**src/rtl/audio_pkg.sv**
```systemverilog
// rtl/audio_pkg.sv - shared sound ids, FSM states and per-sound tone/duration tables
//
// Index convention: pending/request bit i corresponds to sound id i+1.
//   bit 0 KEYX, 1 KEYY, 2 ENTER, 3 BORDER, 4 BALL, 5 HOLE (higher index = higher priority)
package audio_pkg;

  localparam int NUM_SND = 6;

  typedef enum logic [2:0] {
    SND_NONE   = 3'd0,
    SND_KEYX   = 3'd1,
    SND_KEYY   = 3'd2,
    SND_ENTER  = 3'd3,
    SND_BORDER = 3'd4,
    SND_BALL   = 3'd5,
    SND_HOLE   = 3'd6
  } snd_id_t;

  typedef enum logic [1:0] {
    ST_IDLE = 2'd0,
    ST_PLAY = 2'd1,
    ST_GAP  = 2'd2
  } seq_state_t;

  // Note index handed to the tone generator, by request index.
  localparam logic [3:0] TONE_TABLE [NUM_SND] = '{4'd2, 4'd3, 4'd7, 4'd5, 4'd9, 4'd12};

  // Sound length in duration ticks, by request index.
  localparam int DUR_TABLE [NUM_SND] = '{30, 30, 120, 40, 60, 300};

  function automatic snd_id_t snd_of(input logic [2:0] idx);
    return snd_id_t'(idx + 3'd1);
  endfunction

endpackage

```
**src/rtl/audio_request_sequencer_if.sv**
```systemverilog
// rtl/audio_request_sequencer_if.sv - request lines and tone stream bundle
//
// Signals:
//   *AudioRequest   six level request lines from the sound request mux
//   tone_enable     high while a sound plays
//   tone_code       note index, valid while tone_enable
//   sound_id        id of the playing sound (snd_id_t), 0 otherwise
//   busy            high while a sound or its trailing gap is in progress
//   pending         latched, not yet served request events (debug)
// Modports:
//   master  requester side: drives requests, observes the tone stream
//   slave   sequencer side: samples requests, drives the tone stream
interface audio_request_sequencer_if;

  logic       keyXAudioRequest;
  logic       keyYAudioRequest;
  logic       keyEnterAudioRequest;
  logic       holeColAudioRequest;
  logic       borderColAudioRequest;
  logic       ballToBallColAudioRequest;

  logic       tone_enable;
  logic [3:0] tone_code;
  logic [2:0] sound_id;
  logic       busy;
  logic [5:0] pending;

  modport master (
    output keyXAudioRequest, keyYAudioRequest, keyEnterAudioRequest,
           holeColAudioRequest, borderColAudioRequest, ballToBallColAudioRequest,
    input  tone_enable, tone_code, sound_id, busy, pending
  );

  modport slave (
    input  keyXAudioRequest, keyYAudioRequest, keyEnterAudioRequest,
           holeColAudioRequest, borderColAudioRequest, ballToBallColAudioRequest,
    output tone_enable, tone_code, sound_id, busy, pending
  );

endinterface

```
**src/rtl/audio_prio_encoder.sv**
```systemverilog
// rtl/audio_prio_encoder.sv - 6-bit fixed-priority encoder, highest index wins
//
// Ports:
//   req    in  6  request bitmap
//   valid  out 1  any bit set
//   idx    out 3  index of the highest set bit (0 when none)
module audio_prio_encoder (
  input  logic [5:0] req,
  output logic       valid,
  output logic [2:0] idx
);

  // Ascending scan: the last set bit seen is the highest priority one.
  always_comb begin
    valid = 1'b0;
    idx   = 3'd0;
    for (int i = 0; i < 6; i++) begin
      if (req[i]) begin
        valid = 1'b1;
        idx   = 3'(i);
      end
    end
  end

endmodule

```
**src/rtl/audio_request_sequencer.sv**
```systemverilog
// rtl/audio_request_sequencer.sv - serializes audio request edges into one tone stream
//
// Ports:
//   clk    in  system clock
//   reset  in  synchronous active-high reset
//   bus    slave side of audio_request_sequencer_if (requests in, tone stream out)
// Parameters:
//   TICK_DIV   clocks per duration tick (>= 2)
//   GAP_TICKS  silent ticks after every sound
//   DUR_W      duration counter width, must hold the largest DUR_TABLE entry
// Build option:
//   AUDIO_PREEMPT_EN  a strictly higher-priority pending event aborts the playing sound
module audio_request_sequencer #(
  parameter int TICK_DIV  = 50000,
  parameter int GAP_TICKS = 20,
  parameter int DUR_W     = 10
) (
  input logic                     clk,
  input logic                     reset,
  audio_request_sequencer_if.slave bus
);

  import audio_pkg::*;

  localparam int              PRE_W    = $clog2(TICK_DIV);
  localparam logic [PRE_W-1:0] PRE_LAST = PRE_W'(TICK_DIV - 1);

  seq_state_t       state_q, state_d;
  logic [2:0]       idx_q, idx_d;
  logic [DUR_W-1:0] dur_q, dur_d;
  logic [PRE_W-1:0] pre_q, pre_d;
  logic [5:0]       req, req_q, pend_q, clr;
  logic             enc_valid, load, preempt, tick, play;
  logic [2:0]       enc_idx;

  assign req = {bus.holeColAudioRequest, bus.ballToBallColAudioRequest,
                bus.borderColAudioRequest, bus.keyEnterAudioRequest,
                bus.keyYAudioRequest, bus.keyXAudioRequest};

  audio_prio_encoder u_prio (
    .req   (pend_q),
    .valid (enc_valid),
    .idx   (enc_idx)
  );

`ifdef AUDIO_PREEMPT_EN
  assign preempt = (state_q == ST_PLAY) && enc_valid && (enc_idx > idx_q);
`else
  assign preempt = 1'b0;
`endif

  assign load = ((state_q == ST_IDLE) && enc_valid) || preempt;
  assign tick = (pre_q == PRE_LAST);

  always_comb begin
    state_d = state_q;
    idx_d   = idx_q;
    dur_d   = dur_q;
    pre_d   = pre_q;
    clr     = 6'd0;
    if (load) begin
      // Served (or preempting) event leaves pending; the aborted sound is simply dropped.
      clr     = 6'd1 << enc_idx;
      idx_d   = enc_idx;
      dur_d   = DUR_W'(DUR_TABLE[enc_idx]);
      pre_d   = '0;
      state_d = ST_PLAY;
    end else if (state_q != ST_IDLE) begin
      // PLAY and GAP share the prescaler/tick countdown; only the follow-on state differs.
      if (tick) begin
        pre_d = '0;
        if (dur_q <= DUR_W'(1)) begin
          if (state_q == ST_PLAY) begin
            dur_d   = DUR_W'(GAP_TICKS);
            state_d = ST_GAP;
          end else begin
            dur_d   = '0;
            state_d = ST_IDLE;
          end
        end else begin
          dur_d = dur_q - DUR_W'(1);
        end
      end else begin
        pre_d = pre_q + PRE_W'(1);
      end
    end
  end

  always_ff @(posedge clk) begin
    if (reset) begin
      state_q <= ST_IDLE;
      idx_q   <= 3'd0;
      dur_q   <= '0;
      pre_q   <= '0;
      req_q   <= 6'd0;
      pend_q  <= 6'd0;
    end else begin
      state_q <= state_d;
      idx_q   <= idx_d;
      dur_q   <= dur_d;
      pre_q   <= pre_d;
      req_q   <= req;
      // A new edge on a bit being served this cycle keeps it pending (replays later).
      pend_q  <= (pend_q & ~clr) | (req & ~req_q);
    end
  end

  // Outputs decode registered state only, so they change one edge after the decision.
  assign play            = (state_q == ST_PLAY);
  assign bus.tone_enable = play;
  assign bus.tone_code   = play ? TONE_TABLE[idx_q] : 4'd0;
  assign bus.sound_id    = play ? snd_of(idx_q) : SND_NONE;
  assign bus.busy        = (state_q != ST_IDLE);
  assign bus.pending     = pend_q;

endmodule

```
**src/flat_wrapper.sv**
```systemverilog
// flat-port wrapper written by rule: the top's interface ports become plain ports
module audio_request_sequencer_flat import audio_pkg::*;
#(
  parameter int TICK_DIV  = 50000,
  parameter int GAP_TICKS = 20,
  parameter int DUR_W     = 10
)
  (clk, reset, bus_keyXAudioRequest, bus_keyYAudioRequest, bus_keyEnterAudioRequest, bus_holeColAudioRequest, bus_borderColAudioRequest, bus_ballToBallColAudioRequest, bus_tone_enable, bus_tone_code, bus_sound_id, bus_busy, bus_pending);
  audio_request_sequencer_if bus_i ();
  input logic clk;
  input logic reset;
  input wire logic [$bits(bus_i.keyXAudioRequest)-1:0] bus_keyXAudioRequest;
  input wire logic [$bits(bus_i.keyYAudioRequest)-1:0] bus_keyYAudioRequest;
  input wire logic [$bits(bus_i.keyEnterAudioRequest)-1:0] bus_keyEnterAudioRequest;
  input wire logic [$bits(bus_i.holeColAudioRequest)-1:0] bus_holeColAudioRequest;
  input wire logic [$bits(bus_i.borderColAudioRequest)-1:0] bus_borderColAudioRequest;
  input wire logic [$bits(bus_i.ballToBallColAudioRequest)-1:0] bus_ballToBallColAudioRequest;
  output wire logic [$bits(bus_i.tone_enable)-1:0] bus_tone_enable;
  output wire logic [$bits(bus_i.tone_code)-1:0] bus_tone_code;
  output wire logic [$bits(bus_i.sound_id)-1:0] bus_sound_id;
  output wire logic [$bits(bus_i.busy)-1:0] bus_busy;
  output wire logic [$bits(bus_i.pending)-1:0] bus_pending;
  assign bus_i.keyXAudioRequest = bus_keyXAudioRequest;
  assign bus_i.keyYAudioRequest = bus_keyYAudioRequest;
  assign bus_i.keyEnterAudioRequest = bus_keyEnterAudioRequest;
  assign bus_i.holeColAudioRequest = bus_holeColAudioRequest;
  assign bus_i.borderColAudioRequest = bus_borderColAudioRequest;
  assign bus_i.ballToBallColAudioRequest = bus_ballToBallColAudioRequest;
  assign bus_tone_enable = bus_i.tone_enable;
  assign bus_tone_code = bus_i.tone_code;
  assign bus_sound_id = bus_i.sound_id;
  assign bus_busy = bus_i.busy;
  assign bus_pending = bus_i.pending;
  audio_request_sequencer #(.TICK_DIV(TICK_DIV), .GAP_TICKS(GAP_TICKS), .DUR_W(DUR_W)) u_core (.clk(clk), .reset(reset), .bus(bus_i));
endmodule
```
**config.mk**
```make
export PLATFORM = sky130hd
export DESIGN_NAME = audio_request_sequencer_flat
export DESIGN_NICKNAME = d
export VERILOG_FILES = /design/src/rtl/audio_pkg.sv /design/src/rtl/audio_request_sequencer_if.sv /design/src/rtl/audio_prio_encoder.sv /design/src/rtl/audio_request_sequencer.sv /design/src/flat_wrapper.sv
export SDC_FILE = /design/constraint.sdc
export NUM_CORES = 1
export LEC_CHECK = 0
export CORE_AREA = 5 5 97 99
export CTS_CLUSTER_SIZE = 10
export DETAILED_ROUTE_END_ITERATION = 6
export DIE_AREA = 0 0 102 104
export GPL_TIMING_DRIVEN = 0
export PLACE_DENSITY = 0.49
export RECOVER_POWER = 100
export SLEW_MARGIN = 20
export SYNTH_ARGS = -nofsm -noshare
export SYNTH_HDL_FRONTEND = slang
export SYNTH_SLANG_ARGS = --single-unit
```
**constraint.sdc**
```tcl
create_clock -name clk -period 5.3 [get_ports clk]
set_input_delay 1.06 -clock clk [delete_from_list [all_inputs] [get_ports clk]]
set_output_delay 1.06 -clock clk [all_outputs]
set_load 0.03 [all_outputs]
```
### Word level (Yosys, flattened, before mapping)

Memory sizes are Yosys's and may differ from the RTL's.
Cells that the tools add are included.

| word-level totals | value |
|---|---|
| register bits after elaboration | 43 |
| ROM bits | 288 |
| bits of input ports | 8 |
| memories | 2 |

| operators by class | value |
|---|---|
| $add $sub $neg | 3 |
| order comparisons | 3 |
| equal/unequal tests | 2 |
| shifts and indexed selects | 1 |
| muxes and demuxes | 29 |
| bitwise gates (word level) | 7 |
| reduce and logical (&&, ||, !) cells | 10 |

Memories:

| memory | words | width | read ports | clocked after Yosys merged registers in | write ports | RTL line | source |
|---|---|---|---|---|---|---|---|
| (name not given) | 8 | 32 | 1 | 0 | 0 | audio_request_sequencer.sv:65 | `dur_d = DUR_W'(DUR_TABLE[enc_idx]);` |
| (name not given) | 8 | 4 | 1 | 0 | 0 | audio_request_sequencer.sv:111 | `assign bus.tone_code = play ? TONE_TABLE[idx_q] : 4'd0;` |

Operator list:

| operator | count |
|---|---|
| 2-to-1 mux 10 bit | 6 |
| adder 16 x 1 -> 16 bit, second input constant | 1 |
| == test 16 bit, second input constant | 1 |
| 2-to-1 mux 16 bit | 1 |
| 2-to-1 mux 3 bit | 5 |
| bitwise AND 6 bit | 2 |
| 2-to-1 mux 4 bit | 3 |
| NOT 6 bit | 2 |
| 2-to-1 mux 1 bit | 11 |
| less-or-equal comparator 10 x 1 -> 1 bit, second input constant | 1 |
| subtractor 10 x 1 -> 10 bit, second input constant | 1 |
| greater-or-equal comparator 4 bit, second input constant | 2 |
| NOT 3 -> 4 bit | 2 |
| nonzero test 2 bit | 4 |
| 2-to-1 mux 6 bit | 1 |
| bitwise OR 6 bit | 1 |
| AND reduction 3 bit | 2 |
| left shift 1 x 3 -> 6 bit, first input constant | 1 |
| 2-to-1 mux 5 bit | 1 |
| adder 3 x 1 -> 3 bit, second input constant | 1 |
| == test 2 x 1 -> 1 bit, second input constant | 1 |
| zero test 2 bit | 1 |
| 2-to-1 mux 2 bit | 1 |
| AND reduction 2 bit | 1 |
| 2 further kinds | 2 |

### Logic depth before layout (Yosys ltp)

Gate-level depths: netlist (run 1).

| logic depth | value |
|---|---|
| depth in word-level cells | 11 |
| mapped depth | 8 |

### Cells and area by module

Synthesis (run 1) repeated with hierarchy kept, for this count alone.

| unflattened totals | value |
|---|---|
| cell total of the unflattened synthesis | 252 |
| area total of the unflattened synthesis | 2115.8 µm² |

Modules (own cells, without submodules):

| module | instances | cells each | area an instance (µm²) | seq. area each (µm²) |
|---|---|---|---|---|
| audio_request_sequencer | 1 | 244 | 2074.5 | 860.8 |
| audio_prio_encoder | 1 | 8 | 41.3 | 0.0 |

### Least setup slack after synthesis (run 1)

No wires, ideal clock.

| path | value |
|---|---|
| kind | register to output |
| start point | reg u_core.state_q[1] |
| end point | out bus_tone_code[0] |
| arrival | 1.446 ns |
| data required time | 4.240 ns |
| slack | 2.794 ns |
| cell stages (with the launch flop) | 5 |
| path buffers | 0 |
| cell sequence | dfxtp_1 > nand2b_1 > inv_1 > o21ai_0 > a21oi_1 |

| between the ends | value |
|---|---|
| word-level cells in the longest chain between the ends | 2 |

Ends and longest elaborated chain:

| element | RTL line | source |
|---|---|---|
| start: declaration | audio_request_sequencer.sv:28 | `seq_state_t state_q, state_d;` |
| start signal: assignment | audio_request_sequencer.sv:98 | `state_q <= state_d;` |
| == test 2 x 1 -> 1 bit | audio_request_sequencer.sv:109 | `assign play = (state_q == ST_PLAY);` |
| named net bus_tone_enable | flat_wrapper.sv:18 | `output wire logic [$bits(bus_i.tone_enable)-1:0] bus_tone_enable;` |
| 2-to-1 mux 4 bit | audio_request_sequencer.sv:111 |  |
| end: declaration | flat_wrapper.sv:19 | `output wire logic [$bits(bus_i.tone_code)-1:0] bus_tone_code;` |

The timed path passes the listed nets, and every way through them passes these cells.

### Final worst setup path (run 1)

| path | value |
|---|---|
| start point | reg u_core.state_q[0] |
| end point | out bus_busy |

| between the ends | value |
|---|---|
| word-level cells in the longest chain between the ends | 1 |

Ends and longest elaborated chain:

| element | RTL line | source |
|---|---|---|
| nonzero test 2 bit | audio_request_sequencer.sv:113 | `assign bus.busy = (state_q != ST_IDLE);` |
| end: declaration | flat_wrapper.sv:21 | `output wire logic [$bits(bus_i.busy)-1:0] bus_busy;` |

No other way between the ends.

==> results.tsv, run 1 <==
stage	metric	value	unit
placement	gp_congestion	0.782	
clock_network	clockBufferDepth	2	
synthesis	syn_avg_cell_area	8.17	sq um
synthesis	synth_warnings	0	
floorplan	rows	34	
setup_path	crit_arrival	2200	ps
synthesis	synth_top_family_by_area	simple AND/OR/NAND/NOR gates	
setup_path	critPathKind	reg -> out	
routing	vias	1814	
synthesis	async_reset_ff_frac	0	
floorplan	die_x	102	um
synthesis	synth_top_area_frac	0.418	
cells_and_area	antenna_cells	0	
power_and_ir_drop	ir_drop	0.000104	V
cells_and_area	synthToLayoutAreaGrowth	21.0	%
synthesis	synth_commonest_cells	45 x nor2_1, 43 x dfxtp_1, 17 x nand2_1, 16 x a21oi_1, 13 x xor2_1	
clock_network	post_cts_resized	0	
routing	dr.pass1.iters	4	
setup_path	end_kind	output port	
clock_network	clk_latency	300	ps
floorplan	die_height	104	um
setup_path	max_stage_delay	790	ps
cells_and_area	final_nets	295	
setup_path	crit_path_top_delay_cell	dlygate4sd3_1	
synthesis	seq_area_frac_synth	0.418	
synthesis	syn_area	2060	sq um
synthesis	syn_inst	252	
setup_path	crit_path_cell_trace	nor2_1, clkinv_1, dlygate4sd3_1	
routing	drc	0	
floorplan	io_pins	23	
synthesis	synth-xor-area-share	0.0808	
clock_network	cts-root-buf	clkbuf_8	
sta	hold_viol_final	0	
sta	finalSetupTns	0	ps
placement	port_buffers	22	
synthesis	synth_compound_area_frac	0.114	
sta	worstMarginPinSlew	1220	ps
floorplan	die_area	10600	sq um
synthesis	synthDistinctLibCells	37	
clock_network	cts_tree	yes	
setup_path	critPathBufInv	2	
synthesis	synth_edf_count	0	
cells_and_area	fin_area	2490	sq um
routing	drtIter0Drc	99	
synthesis	yosys.area_share.simple	0.300	
setup_path	required	4240	ps
synthesis	synth_flop_cell	dfxtp_1	
clock_network	h-tree-depth	2	
routing	via_per_inst	4.65	
sta	slew_viol_final	0	
hold_path	holdCritPathClass	reg -> reg	
power_and_ir_drop	powerDensity	297	nW/um^2
run_status	status	completed	
clock_network	cts_setup_buffers	0	
routing	ant_nets	0	
floorplan	start_util	0.243	
clock_network	clkSlewWorstSetupHoldPaths	80	ps
grt	grt_pass1_vias	1679	
grt	gr-total-overflow	0	
cells_and_area	drive_gt1_frac	0.0319	
grt	antenna_found_initial	0	
setup_path	critPathTopFamily	buffers and inverters	
sta	post-route-min-period	3260	ps
clock_network	cts_hold_buf	0	
sta	finClkSkew	8.20	ps
job	maxCapViolCount	0	
placement	place_area	2420	sq um
power_and_ir_drop	p_leak	0.905	nW
clock_network	clkSinkCount	43	
sta	fin_crit_sh	0.614	
placement	dp_hpwl	3.47	mm
synthesis	synthAdderAreaFrac	0.0365	
synthesis	yosysMostFrequentCell	nor2_1	
clock_network	numCtsBuffers	5	
grt	grt_pass1_wl	7.94	mm
sta	grt_setup_unrepaired	no	
sta	fmax	0.307	GHz
synthesis	yosys-top-cells-area	dfxtp_1 42%, nor2_1 8.2%, xor2_1 5.5%	
setup_path	critPathMaxFanout	8	
floorplan	core-area	8470	sq um
synthesis	yosysTopAreaCell	dfxtp_1	
grt	grtUsageTotal	0.0921	
synthesis	ys_ff_latch	43	
setup_path	critPathLaunchType	flip-flop	
sta	slew_headroom	0.182	
synthesis	synthesis.nets	266	
routing	wl_per_cell	12.0	um
routing	wirelength	4.67	mm
synthesis	muxShareOfSynthArea	0.0146	
grt	grt_start_max_net_pins	13	
sta	finalSetupViolations	0	
## registers in the layout, indices dropped and copies added, names as in the netlist
| name | flops |
|---|---|
| u_core.pre_q | 16 |
| u_core.dur_q | 10 |
| u_core.bus.pending | 6 |
| u_core.req_q | 6 |
| u_core.idx_q | 3 |
| u_core.state_q | 2 |
## area by class of cell
type	instances	area [sq um]
buffer	9	35.0
clock buffer	7	76.3
clock inverter	1	5.00
fill	915	5970
inverter	10	37.5
multi-input combinational	190	1120
sequential	43	861
tap	108	135
timing repair buffer	22	220
## per-layer routing
layer,GRT usage,share of wire
met4,0.0337,0.015
met2,0.136,0.42
met3,0.0228,0.063
met5,0,0
met1,0.128,0.50
## cell usage in the layout (no fill, tap or decap), drive strengths merged, types with 3 or more instances in the layout
master and count:
and2 3, nor3 12, o21ai 9, inv 9, nand3 7, nor4 5, clkbuf 15, mux2i 3
xnor2 6, ha 6, a211oi 5, or3 3, or4 5, xor2 13, a21oi 16, clkdlybuf4s50 6
nor2 45, nand2b 6, dfxtp 43, dlygate4sd3 16, nand2 17, nor2b 8
## power breakdown
group,total [W],switching [W],internal (W)
Clock,0.000204,0.000111,0.0000926
Combinational,0.000175,0.000108,0.0000675
Sequential,0.000362,0.0000206,0.000342
## stage by stage
stage          worst slack (ps)  power, W  cells  utilization  hold slack (ps)
2_1_floorplan              2790  0.000492    252            -              432
3_3_place_gp               2440  0.000552    382        0.285              458
3_5_place_dp               2460  0.000551    382        0.286              459
4_1_cts                    2120  0.000758    390        0.296              476
5_1_grt                    1860  0.000789    390        0.294              482
6_report                   2040  0.000741    390        0.294              475
## cells by family after synthesis
| group | Yosys count |
|---|---|
| AOI/OAI and AO/OA | 39 |
| and+or+nand+nor | 123 |
| buffers and inverters | 19 |
| xor gates and xnor gates | 19 |
| DFF | 43 |
| adders and majority gates | 6 |
| muxes | 3 |
## worst min-delay path: cells and delay by family (launching register included)
family / cells / cell delay [ps]
AOI/OAI and AO/OA: 1 / 50
DFF: 1 / 330
and+or+nand+nor: 1 / 60
## final timing paths
path / slack, ps / depth (start not counted) / endpoint / start
setup / recovery: 2040 / 3 / bus_busy / u_core.state_q[0]
hold / removal: 470 / 2 / u_core.pre_q[1] / u_core.pre_q[1]
setup reg to reg: 2210 / 6 / u_core.pre_q[0] / u_core.pre_q[4]
hold reg to reg: 470 / 2 / u_core.pre_q[1] / u_core.pre_q[1]
(Power assumes the default switching activity.)
==> run 2: changes to the inputs <==
- PLACE_DENSITY: 0.49 -> 0.51
- clock period: 5.3 -> 2.75 ns (I/O delays scaled with it)
==> results.tsv, run 2 (same netlist as run 1, synthesis figures left out) <==
stage	metric	value	unit
routing	vias	1755	
sta	setup_slack	216	ps
setup_path	r2r_cells	6	
sta	worstMarginPinSlew	791	ps
power_and_ir_drop	ir_drop	0.000249	V
grt	grt_pass1_vias	1679	
cells_and_area	largest_register_ffs	16	
floorplan	start_util	0.243	
cells_and_area	final_nets	295	
routing	via_per_inst	4.50	
cells_and_area	mostFrequentLayoutCells	44 x nor2_1, 43 x dfxtp_1, 17 x nand2_1	
sta	grt_setup_unrepaired	no	
sta	hold_viol_final	0	
setup_path	crit_arrival	2710	ps
sta	fin_hold_ws	481	ps
routing	drc	0	
clock_network	h-tree-depth	2	
clock_network	cts_hold_buf	0	
routing	drtIter0Drc	143	
setup_path	crit_start	u_core.dur_q[4]	
run_status	status	completed	
sta	slew_headroom	0.469	
routing	ant_nets	0	
placement	port_buffers	22	
clock_network	cts-root-buf	clkbuf_8	
setup_path	end_kind	flip-flop	
power_and_ir_drop	p_leak	0.893	nW
grt	gr-total-overflow	0	
clock_network	clkSinkCount	43	
floorplan	io_pins	23	
floorplan	die_height	104	um
placement	gp_congestion	0.791	
cells_and_area	fin_cells	390	
sta	finClkSkew	11.2	ps
clock_network	cts_setup_buffers	0	
cells_and_area	final_common_cell	nor2_1	
grt	antenna_found_initial	0	
setup_path	rr_endpoint	u_core.dur_q[5]	
cells_and_area	largest-register	u_core.pre_q	
placement	dp.cells	382	
setup_path	required	2920	ps
setup_path	critPathLaunchType	flip-flop	
setup_path	critPathKind	reg -> reg	
grt	grt_start_max_net_pins	14	
routing	dr.max_layer_used	met4	
routing	dr.pass1.iters	4	
clock_network	clk_latency	300	ps
sta	post-route-min-period	2530	ps
cells_and_area	antenna_cells	0	
setup_path	rrSetupSlack	220	ps
job	maxCapViolCount	0	
sta	fmax	0.395	GHz
clock_network	clkSlewWorstSetupHoldPaths	80	ps
clock_network	numCtsBuffers	5	
floorplan	die_area	10600	sq um
sta	fin_crit_sh	0.921	
cells_and_area	synthToLayoutAreaGrowth	21.4	%
floorplan	die_x	102	um
routing	wl_per_cell	12.1	um
clock_network	post_cts_resized	0	
setup_path	cp-endpoint	u_core.dur_q[5]	
routing	wirelength	4.73	mm
floorplan	core-area	8470	sq um
routing	wl_met2	1.97	mm
setup_path	regToRegStartpoint	u_core.dur_q[4]	
cells_and_area	drive_gt1_frac	0.0461	
hold_path	holdCritPathClass	reg -> reg	
sta	finalSetupViolations	0	
sta	slew_viol_final	0	
clock_network	clockBufferDepth	2	
placement	dp_slack	247	ps
placement	dp_hpwl	3.43	mm
floorplan	rows	34	
power_and_ir_drop	powerDensity	573	nW/um^2
cells_and_area	reg.largest.list	u_core.pre_q x16, u_core.dur_q x10	
clock_network	cts_tree	yes	
routing	dr_wl_met3	231	um
routing	m1WireLength	2.44	mm
grt	grt_pass1_wl	7.82	mm
setup_path	critPathMaxFanout	10	
grt	grtUsageTotal	0.0921	
## run 2: cell types whose count changed in the layout (fill, tap and decap cells not counted), sizes merged
cell | previous run | this run
dlygate4sd3 | 16 | 11
clkdlybuf4s50 | 6 | 10
clkinvlp | 0 | 1
## run 2: metal layers
| metal | vias up | GRT usage |
|---|---|---|
| met3 | 6 | 0.0215 |
| met2 | 39 | 0.128 |
| li1 | 926 | - |
| met1 | 784 | 0.131 |
| met4 | 0 | 0.0469 |
| met5 | - | 0 |
## run 2: layout make-up
class / instances / area (sq um)
sequential: 43 / 861
tap: 108 / 135
inverter: 10 / 37.5
clock inverter: 2 / 12.5
buffer: 9 / 36.3
fill: 905 / 5970
multi-input combinational: 190 / 1130
timing repair buffer: 22 / 214
clock buffer: 6 / 72.6
## run 2: metrics by stage
step / area (sq um) / TNS, ps / util / power [W]
2_1_floorplan: 2060 / 0 / - / 0.000948
3_3_place_gp: 2410 / -1260 / 0.285 / 0.00106
3_5_place_dp: 2420 / 0 / 0.286 / 0.00106
4_1_cts: 2510 / 0 / 0.296 / 0.00146
5_1_grt: 2500 / 0 / 0.295 / 0.00152
6_report: 2500 / 0 / 0.295 / 0.00143
## run 2: worst min-delay path by stage
| stage | startpoint | endpoint | slack, ps | depth (start not counted) |
|---|---|---|---|---|
| floorplan | u_core.dur_q[9] | u_core.dur_q[9] | 430 | 1 |
| global placement | u_core.dur_q[9] | u_core.dur_q[9] | 460 | 1 |
| detailed placement | u_core.dur_q[9] | u_core.dur_q[9] | 460 | 1 |
| CTS | u_core.dur_q[9] | u_core.dur_q[9] | 480 | 1 |
| global route | u_core.dur_q[9] | u_core.dur_q[9] | 480 | 1 |
| finish | u_core.dur_q[9] | u_core.dur_q[9] | 480 | 1 |
## run 2: worst max-delay path: stages (launching register included)
cell and delay, ps:
dfxtp_1 360, or4_1 610, nor4_1 490, clkbuf_1 430, nor2_1 160, a221oi_1 300
nor2_1 60
## run 2: report_power, final
group / total, W / internal, W / switching [W] / leakage (nW)
combinational: 0.000344 / 0.000132 / 0.000212 / 0.500
clock: 0.000390 / 0.000178 / 0.000212 / 0.0412
sequential: 0.000698 / 0.000658 / 0.0000400 / 0.352
total: 0.00143 / 0.000968 / 0.000464 / 0.893
==> run 3: changes to the inputs <==
- GPL_ROUTABILITY_DRIVEN: default -> 0
- PLACE_DENSITY: 0.51 -> 0.4
==> results.tsv, run 3 (same netlist as run 1, synthesis figures left out) <==
stage	metric	value	unit
setup_path	r2r_cells	5	
power_and_ir_drop	p_int	0.000971	W
clock_network	clk_latency	290	ps
placement	dp.cells	382	
floorplan	core-area	8470	sq um
clock_network	clockBufferDepth	2	
job	maxCapViolCount	0	
grt	grt_pass1_vias	1674	
run_status	status	completed	
cells_and_area	nFillCells	902	
setup_path	critPathTopFamily	buffers and inverters	
clock_network	numCtsBuffers	5	
setup_path	critPathMaxFanout	6	
sta	hold_viol_final	0	
floorplan	die_height	104	um
floorplan	rows	34	
placement	port_buffers	22	
cells_and_area	reg.largest.list	u_core.pre_q x16, u_core.dur_q x10	
cells_and_area	fin_cells	390	
cells_and_area	drive_gt1_frac	0.0461	
power_and_ir_drop	seqPwrFrac	0.484	
cells_and_area	mostFrequentLayoutCells	44 x nor2_1, 43 x dfxtp_1, 17 x nand2_1	
sta	slew_headroom	0.517	
setup_path	end_kind	output port	
hold_path	hold_depth	2	
sta	slew_viol_final	0	
sta	fmax	0.381	GHz
cells_and_area	largest_register_ffs	16	
setup_path	critPathKind	reg -> out	
power_and_ir_drop	powerDensity	575	nW/um^2
routing	wirelength	4.99	mm
grt	antenna_found_initial	0	
clock_network	clkSlewWorstSetupHoldPaths	80	ps
power_and_ir_drop	p_sw_frac	0.325	
setup_path	critPathBufInv	2	
floorplan	start_util	0.243	
power_and_ir_drop	pwr-share-comb	0.242	
routing	wl_per_cell	12.8	um
floorplan	die_x	102	um
cells_and_area	synthToLayoutAreaGrowth	21.6	%
sta	finalSetupViolations	0	
grt	grt_start_max_net_pins	13	
clock_network	cts_tree	yes	
sta	grt_setup_unrepaired	no	
grt	grt_pass1_wl	8.33	mm
cells_and_area	utilization	0.296	
setup_path	critPathLaunchType	flip-flop	
sta	finClkSkew	6.87	ps
sta	post-route-min-period	2630	ps
placement	dp_hpwl	3.66	mm
power_and_ir_drop	switchingPower	0.000468	W
setup_path	crit_path_cell_trace	nand2b_1, inv_1, o21ai_0, a21oi_1, clkdlybuf4s50_1	
floorplan	io_pins	23	
hold_path	holdCritPathClass	reg -> reg	
clock_network	cts-root-buf	clkbuf_8	
cells_and_area	largest-register	u_core.pre_q	
setup_path	cp.depth	5	
grt	gr-total-overflow	0	
power_and_ir_drop	clkPwrFrac	0.274	
routing	drc	0	
routing	dr.pass1.iters	4	
clock_network	cts_setup_buffers	0	
clock_network	clkSinkCount	43	
setup_path	max_stage_delay	680	ps
routing	drtIter0Drc	72	
cells_and_area	final_common_cell	nor2_1	
clock_network	h-tree-depth	2	
placement	dp_slack	262	ps
grt	grtUsageTotal	0.0970	
sta	fin_crit_sh	0.956	
cells_and_area	antenna_cells	0	
routing	vias	1763	
power_and_ir_drop	ir_drop	0.000222	V
cells_and_area	final_nets	295	
sta	worstMarginPinSlew	718	ps
power_and_ir_drop	p_leak	0.903	nW
setup_path	required	2200	ps
routing	via_per_inst	4.52	
routing	ant_nets	0	
setup_path	crit_arrival	2080	ps
sta	setup_slack	122	ps
floorplan	die_area	10600	sq um
setup_path	crit_path_top_delay_cell	clkdlybuf4s50_1	
## run 3: cell types whose count changed in the layout (fill, tap and decap cells not counted)
| cell | change |
|---|---|
| dlygate4sd3_1 | +2 |
| clkbuf_1 | -1 |
| buf_2 | +1 |
| and2_0 | +1 |
| clkinvlp_4 | -1 |
| clkdlybuf4s50_1 | -1 |
| and2_1 | -1 |
## run 3: power groups by stage
stage,combinational [W],sequential [W],clock [W]
after detailed placement,0.000355,0.000712,0
after global placement,0.000357,0.000713,0
after global routing,0.000391,0.000704,0.000436
after CTS,0.000357,0.000697,0.000413
after floorplan,0.000231,0.000716,0
final,0.000348,0.000697,0.000394
## run 3: final timing paths
| path | endpoint | start | slack [ps] |
|---|---|---|---|
| worst max-delay path | bus_tone_code[0] | u_core.state_q[0] | 120 |
| worst min-delay path | u_core.dur_q[7] | u_core.dur_q[7] | 480 |
| worst max register to register | u_core.dur_q[9] | u_core.pre_q[4] | 280 |
| worst min register to register | u_core.dur_q[7] | u_core.dur_q[7] | 480 |
## run 3: routing by layer
metal | part of all wire | up-vias | track usage
li1 | - | 923 | -
met1 | 0.52 | 795 | 0.144
met2 | 0.41 | 40 | 0.135
met3 | 0.057 | 5 | 0.0235
met4 | 0.013 | 0 | 0.0337
met5 | 0 | - | 0
## run 3: through the flow
| step | cell area [sq um] | hold WS [ps] | power, W | setup TNS, ps |
|---|---|---|---|---|
| 2_1_floorplan | 2060 | 432 | 0.000948 | 0 |
| 3_3_place_gp | 2410 | 462 | 0.00107 | -1510 |
| 3_5_place_dp | 2420 | 469 | 0.00107 | 0 |
| 4_1_cts | 2500 | 482 | 0.00147 | 0 |
| 5_1_grt | 2500 | 510 | 0.00153 | 0 |
| 6_report | 2500 | 484 | 0.00144 | 0 |
## run 3: area by class of cell
type	instances	area (sq um)	share of cell area
Inverter	10	37.5	0.0150
Clock buffer	7	76.3	0.0305
Multi-Input combinational cell	190	1130	0.452
Buffer	9	37.5	0.0150
Timing Repair Buffer	22	220	0.0880
Clock inverter	1	5.00	0.00200
Tap cell	108	135	0.0540
Sequential cell	43	861	0.344
## run 3: worst reg2reg max path, cell delays in order, from the launching register on
cell	delay [ps]
dfxtp_1	350
or4b_1	570
or4_1	550
clkbuf_1	220
or4_1	530
a31oi_1	160
## run 3: repair_timing
item | CTS | global route
gates resized for setup | 0 | 1
setup endpoints to repair | 0 | 1
hold buffers | 0 | 0
